--- src/rtl/rsc_frame_encoder.sv ---
// Rate-1/2 recursive systematic convolutional encoder (feedback 7, feedforward 5)
// with two-symbol trellis termination. One FRAME_LEN-bit word in, FRAME_LEN+2
// {sys,par} symbols out, MSB of the word first, trellis ends in state 00.
module rsc_frame_encoder #(
  parameter int FRAME_LEN = 4,
  parameter int CNT_W     = 3
) (
  input  logic                 clk,
  input  logic                 rst,
  input  logic                 s_valid,
  output logic                 s_ready,
  input  logic [FRAME_LEN-1:0] s_data,
  output logic                 m_valid,
  input  logic                 m_ready,
  output logic                 m_sys,
  output logic                 m_par,
  output logic                 m_last,
  output logic                 busy
);

  typedef enum logic [1:0] {
    IDLE = 2'd0,
    DATA = 2'd1,
    TAIL = 2'd2
  } state_t;

  // Index of the last data symbol and of the second tail symbol.
  localparam logic [CNT_W-1:0] DATA_LAST = CNT_W'(FRAME_LEN - 1);
  localparam logic [CNT_W-1:0] TAIL_LAST = CNT_W'(FRAME_LEN + 1);

  state_t               state, state_nxt;
  logic [FRAME_LEN-1:0] msg;      // remaining message bits, MSB = bit of the presented symbol
  logic                 s1, s0;   // trellis state before the presented symbol (s1 = most recent)
  logic [CNT_W-1:0]     cnt;      // index of the presented symbol within the frame

  logic                 accept, take;
  logic                 cur_a, ns1, ns0;
  logic [CNT_W-1:0]     cnt_inc;
  logic [FRAME_LEN-1:0] msg_shl;
  logic                 nxt_is_data, nxt_u, nxt_a, nxt_par;

  assign accept = s_valid & s_ready;
  assign take   = m_valid & m_ready;

  // Advance the trellis by the presented symbol, then form the following symbol
  // so it can be registered directly into the output stage.
  always_comb begin
    cur_a       = 1'b0;
    if (state == DATA)
      cur_a = msg[FRAME_LEN-1] ^ s1 ^ s0;   // tail input forces the feedback sum to 0
    ns1         = cur_a;
    ns0         = s1;
    cnt_inc     = cnt + CNT_W'(1);
    msg_shl     = msg << 1;
    nxt_is_data = (state == DATA) && (cnt != DATA_LAST);
    nxt_u       = nxt_is_data ? msg_shl[FRAME_LEN-1] : (ns1 ^ ns0);
    nxt_a       = nxt_is_data ? (nxt_u ^ ns1 ^ ns0) : 1'b0;
    nxt_par     = nxt_a ^ ns0;
  end

  // FSM state register.
  always_ff @(posedge clk) begin
    if (rst) state <= IDLE;
    else     state <= state_nxt;
  end

  // FSM next-state: leave a phase only on the handshake of its last symbol.
  always_comb begin
    state_nxt = state;
    unique case (state)
      IDLE:    if (accept) state_nxt = DATA;
      DATA:    if (take && cnt == DATA_LAST) state_nxt = TAIL;
      TAIL:    if (take && cnt == TAIL_LAST) state_nxt = IDLE;
      default: state_nxt = IDLE;
    endcase
  end

  // FSM outputs: accept words only in IDLE and never while reset is applied.
  always_comb begin
    s_ready = (state == IDLE) && !rst;
    busy    = (state != IDLE);
  end

  // Datapath and registered output symbol; everything holds while stalled.
  always_ff @(posedge clk) begin
    if (rst) begin
      msg     <= '0;
      s1      <= 1'b0;
      s0      <= 1'b0;
      cnt     <= '0;
      m_valid <= 1'b0;
      m_sys   <= 1'b0;
      m_par   <= 1'b0;
      m_last  <= 1'b0;
    end else if (accept) begin
      // From state 00 the first symbol is {u,u}.
      msg     <= s_data;
      s1      <= 1'b0;
      s0      <= 1'b0;
      cnt     <= '0;
      m_valid <= 1'b1;
      m_sys   <= s_data[FRAME_LEN-1];
      m_par   <= s_data[FRAME_LEN-1];
      m_last  <= 1'b0;
    end else if (take) begin
      s1  <= ns1;
      s0  <= ns0;
      msg <= msg_shl;
      if (cnt == TAIL_LAST) begin
        // Frame complete; cnt stays at its maximum until the next word.
        m_valid <= 1'b0;
        m_sys   <= 1'b0;
        m_par   <= 1'b0;
        m_last  <= 1'b0;
      end else begin
        cnt    <= cnt_inc;
        m_sys  <= nxt_u;
        m_par  <= nxt_par;
        m_last <= (cnt_inc == TAIL_LAST);
      end
    end
  end

endmodule
--- config.mk ---
export PLATFORM = sky130hd
export DESIGN_NAME = rsc_frame_encoder
export DESIGN_NICKNAME = d
export VERILOG_FILES = /design/src/rtl/rsc_frame_encoder.sv
export SDC_FILE = /design/constraint.sdc
export NUM_CORES = 1
export LEC_CHECK = 0
export BUFFER_PORTS_ARGS = -buffer_cell sky130_fd_sc_hd__buf_2
export CAP_MARGIN = 25
export CORE_ASPECT_RATIO = 0.6
export CORE_MARGIN = 2
export CORE_UTILIZATION = 35
export CTS_CLUSTER_DIAMETER = 80
export DETAILED_ROUTE_END_ITERATION = 16
export PLACE_DENSITY = 0.61
export SLEW_MARGIN = 30
export SYNTH_ARGS = -nofsm -noshare
export SYNTH_HDL_FRONTEND = slang
export SYNTH_SLANG_ARGS = --single-unit
--- constraint.sdc ---
create_clock -name clk -period 1.55 [get_ports clk]
set_input_delay 0.0775 -clock clk [delete_from_list [all_inputs] [get_ports clk]]
set_output_delay 0.0775 -clock clk [all_outputs]
set_load 0.005 [all_outputs]
[Word-level counts from Yosys, hierarchy flattened]
Cells that the tools add are included.
Operators by class
  muxes and demuxes: 19
  multipliers: 0
  divide/modulo/power cells: 0
  equality and inequality tests: 9
  magnitude comparators: 0
  add/sub/neg operators: 1
  bitwise gates (word level): 9
  shift operators: 0
  reductions and logical operators: 13
Operators by type and width (count)
  two-way mux 1 bit: 13
  two-way mux 4 bit: 2
  equality test 3 bit, second input constant: 2
  two-way mux 2 bit: 3
  case mux 2 bit (3 select lines): 1
  nonzero test 2 bit: 3
  bitwise XOR 1 bit: 6
  logical AND 1 bit: 4
  != test 2 bit, second input constant: 2
  AND reduction 2 bit: 2
  adder 3 x 1 -> 3 bit, second input constant: 1
  equality test 3 x 2 -> 1 bit, second input constant: 1
  != test 3 x 2 -> 1 bit, second input constant: 1
  AND reduction 3 bit: 1
  AND 1 bit: 2
  equality test 2 x 1 -> 1 bit, second input constant: 1
  equality test 2 bit, second input constant: 1
  logical NOT 2 bit: 1
  != test 2 x 1 -> 1 bit, second input constant: 1
  OR reduction 2 bit: 1
  logical NOT 1 bit: 1
  inverter 1 bit: 1
Word-level totals
  RAM bits: 0
  bits of input ports: 8
  memories: 0
  memory bits (read-only): 0
  bits in latches: 0
  output and inout bits: 6
  register bits: 15
  logic and storage cells: 60

[Longest topological paths before layout]
  word-level depth: 12
  depth in mapped cells: 6
  depth with buffers taken out: 6

[Worst setup path before layout]
No wires, ideal clock.
  path kind: register to register
  start: register cnt[0]
  end: register m_par
  setup slack: 279 ps
  required time: 1417 ps
  buffers on the path: 0
  period minus slack after synthesis: 1271 ps
  setup time: 133 ps
  stages on the path, launching flop included: 6
  data arrival time: 1138 ps
  cells stage by stage: dfxtp_1 -> ha_1 -> ha_1 -> nor3_2 -> xnor2_1 -> o22ai_1
On the way
  longest elaborated chain between the ends: 10
  elaborated cells on any way between the ends: 11
  classes of those cells: eq/ne (2); mux (5); bitwise (3); reduce/logical (1)
RTL lines
  start: declaration: line 34  | logic [CNT_W-1:0] cnt;
  start signal: assignment: line 116  | cnt <= cnt_inc;
  != test 3 x 2 -> 1 bit: line 55  | nxt_is_data = (state == DATA) && (cnt != DATA_LAST);
  logical AND 1 bit: line 55
  two-way mux 1 bit: line 56  | nxt_u = nxt_is_data ? msg_shl[FRAME_LEN-1] : (ns1 ^ ns0);
  bitwise XOR 1 bit (2 in series): line 57  | nxt_a = nxt_is_data ? (nxt_u ^ ns1 ^ ns0) : 1'b0;
  two-way mux 1 bit: line 57
  bitwise XOR 1 bit: line 58  | nxt_par = nxt_a ^ ns0;
  two-way mux 1 bit (*): line 109  | if (cnt == TAIL_LAST) begin
  two-way mux 1 bit (*): line 105  | end else if (take) begin
  two-way mux 1 bit (*): line 95  | end else if (accept) begin
  end signal: assignment: line 103  | m_par <= s_data[FRAME_LEN-1];
  end signal: assignment: line 118  | m_par <= nxt_par;
  end: declaration: line 16  | output logic m_par,
Mark *: on every way between the ends. The rest lies on a longest branch, timed or not. The select of a mux whose other input is x is not followed.
A chain may end at the register's enable or synchronous reset.

[Worst setup path in the final report]
Ends and elaborated chain as after synthesis.

==> impl_results.md <==
- CTS buffer count: 3
- GR Util All Layers: between 10% and 20%
- Crit start category: flip-flop
- Crit-path max cell delay: around 0.35 ns
- Layout Area Growth over Synthesis: 18.91%
- Placed Instances: roughly 130
- Top cells by count, synth: dfxtp_1, a21oi_1, nor2_1
- # Post-CTS Setup Buffers: 0
- Gate count of the mapped netlist: between 80 and 90
- CP endpoint kind: flip-flop
- DRT Pass-1 Iters: 4
- Synth unique cells: 31
- Synth top area cells: dfxtp_1, ha_1, a21oi_1
- Hold_buf cts: 0
- Syn_nets: 99
- CP required: 1.74 ns
- CTS tree: done
- First-pass GRT wire length: between 2 and 2.5 mm
- Ant diodes: 0
- Status: completed
- Final Max Tran Viols: 0
- Largest net degree at the start of global routing: 12
- Port Buffer Count: 13
- Initial Utilization: a little over a third
- Routed WL: 1.600 mm
- Worst VDD drop: 442.2 uV
- Via count: around 640
- Period utilization: just under 90%
- NumNets Final: 118
- Most numerous cell in the Yosys netlist: dfxtp_1
- Final setup viols: 0
- Slew @ Worst Pin: 0.2720 ns
- Gr ovfl total: 0
- Via density: roughly 4.7
- # rows: 13
- Worst clock skew: between 0.01 and 0.015 ns
- Final core occ: 42.78%
- Worst path cell trace: ha_1 -> ha_1 -> nor3_2 -> xnor2_1 -> o22ai_1
- Fin crit period: about 1.4 ns
- Setup WS post-layout: slightly below 0.2 ns
- Final cell count without fillers: around 140
- WP data arrival: ~1.5 ns
- Pwr dens: about 840 nW/um2
- Clock Sinks: 15
- Vias in the first global route: roughly 510
- Mapped Avg Cell Area: 8.744 um2
- Top FF cell, synth: dfxtp_1
- DRC viols: 0
- Total of fill cells in the finished design: approximately 220
- Crit-path slowest cell: dfxtp_1
- Die height: 40.11 um
- Top routing layer in use: met3
- CP max FO: 5
- RSZ-0062 raised after global routing: no
- Clock insertion delay at the later pin of the skew report: around 0.30 ns
- Routed wire length per instance: between 10 and 15 um
- Sequential area share after synthesis: about two fifths
- Met3 routed WL: 99 um
- Die width: approximately 64 um
- WL met1: 901 um
- Clock root cell: clkbuf_4
- Ys async rst share: 0%
- Worst hold path class: in2reg
- Dpl ws: roughly 0.2 ns
- Leading area contributor after synthesis: dfxtp_1
- Worst-case hold slack: around 0.047 ns
- GP Congestion: between 0.7 and 0.8
- Longest Clk Path Bufs: 2
- Cell Area, Synth: around 760 um2
- Post-DP HPWL: about 1.2 mm
- Fmax: 736.7 MHz
- Post_cts resized: 0
- Fin. Hold Viols: 0
- Die area: between 2000 and 3000 um2
- Max cap viols: 0
- CTS clk-pin slew, worst paths: 0.10 ns
- Metal2 WL: about 600 um
- Htree depth: 1
- Number of synthesized flops with an enable pin: 0
- Pleak: approximately 0.37 nW
- Antenna violations before repair: 0
- Yosys warns: 0
- Synth top area share: 39.47%
- Cell mode on critical path: ha_1
- Core box area: ~2100 um2
- Worst slew margin: between 80% and 90%
- #FFs+latches synth: 15
- Detailed Route Iter0 Violations: 29
- Final setup TNS: 0 ns
- Antenna-violating nets left: 0
- I/O Pins: 14
- Ratio of cells with drive above 1 in the final layout: about a quarter
- Critical path type: reg2reg
-- placed cells by master (no fill, tap or decap) --
master,netlist,routed
dfxtp_1,15,15
nand2_1,8,8
xnor3_1,1,1
nor2_1,9,9
nand4b_1,1,1
and2_1,1,1
nand3b_1,1,1
nor3_2,2,2
nor2b_1,2,2
a211oi_1,4,4
a21oi_2,1,1
and3_1,1,1
nand2b_1,1,1
o22ai_1,3,3
buf_4,0,3
xnor2_1,3,3
or4_1,1,1
a21oi_1,9,9
nor3_1,1,1
a31oi_1,2,2
mux2_1,1,1
clkinv_2,0,1
a21o_1,1,1
mux2i_1,2,2
o21ai_0,1,1
o21ai_1,1,1
nand2b_2,1,1
inv_1,4,4
clkbuf_4,0,3
nand2_2,1,1
buf_2,1,13
nand3_1,3,3
ha_1,4,4
-- where the power goes --
| group | switching (mW) | internal (mW) | leakage [nW] | total [mW] |
|---|---|---|---|---|
| Combinational | 0.0591 | 0.0511 | 0.228 | 0.110 |
| Clock | 0.137 | 0.0961 | 0.0177 | 0.233 |
| Sequential | 0.0155 | 0.401 | 0.122 | 0.416 |
-- area by class of cell --
type / count / area (um2) / share of cell area [%]
repair buffers: 16 / 87.58 / 9.682
flip-flops and latches: 15 / 300.3 / 33.20
clock inverters: 1 / 5.005 / 0.5533
multi-input cells: 66 / 436.7 / 48.27
well taps: 30 / 37.54 / 4.149
clock buffers: 3 / 22.52 / 2.490
inverters: 4 / 15.01 / 1.660
-- metal layers --
metal	up-vias	track usage [%]
li1	342	-
met1	284	17.94
met2	15	17.97
met3	0	6.742
met4	0	3.191
met5	-	0
-- worst max-delay path: cells and delay by family, from the launching register on --
kind	cells	cell delay, ns
AO/OA/AOI/OAI	1	0.09
XOR/XNOR	1	0.13
adder cells (fa/ha/maj)	2	0.46
flip-flops	1	0.35
AND/OR/NAND/NOR	1	0.21
-- cell families after synthesis --
group / after synthesis / synth area share, %
AOI/OAI and AO/OA: 22 / 17.43
xor gates and xnor gates: 4 / 6.415
adders and majority gates: 4 / 6.579
buffers and inverters: 6 / 3.123
DFF: 15 / 39.47
muxes: 3 / 4.112
and+or+nand+nor: 33 / 22.86
-- per-stage QoR --
stage	area, um2	power, mW
floorplan	760.7	0.4925
global placement	877.1	0.5328
detailed placement	877.1	0.5349
CTS	904.6	0.7608
global route	904.6	0.7987
finish	904.6	0.7597
-- flip-flops by register name (all words and copies together) (netlist names) --
| name | flops |
|---|---|
| cnt | 3 |
| m_last | 1 |
| m_par | 1 |
| m_sys | 1 |
| m_valid | 1 |
| msg | 4 |
| ns0 | 1 |
| s0 | 1 |
| state | 2 |
-- path summary, 6_finish.rpt --
check / cells after the start / start / endpoint / slack, ns
worst max-delay path: 5 / cnt[0] / m_par / 0.19
worst min-delay path: 3 / s_data[0] / msg[0] / 0.05
worst max register to register: 5 / cnt[0] / m_par / 0.19
worst min register to register: 2 / m_last / m_last / 0.47
Note: power is estimated with default switching activity, not from simulation.
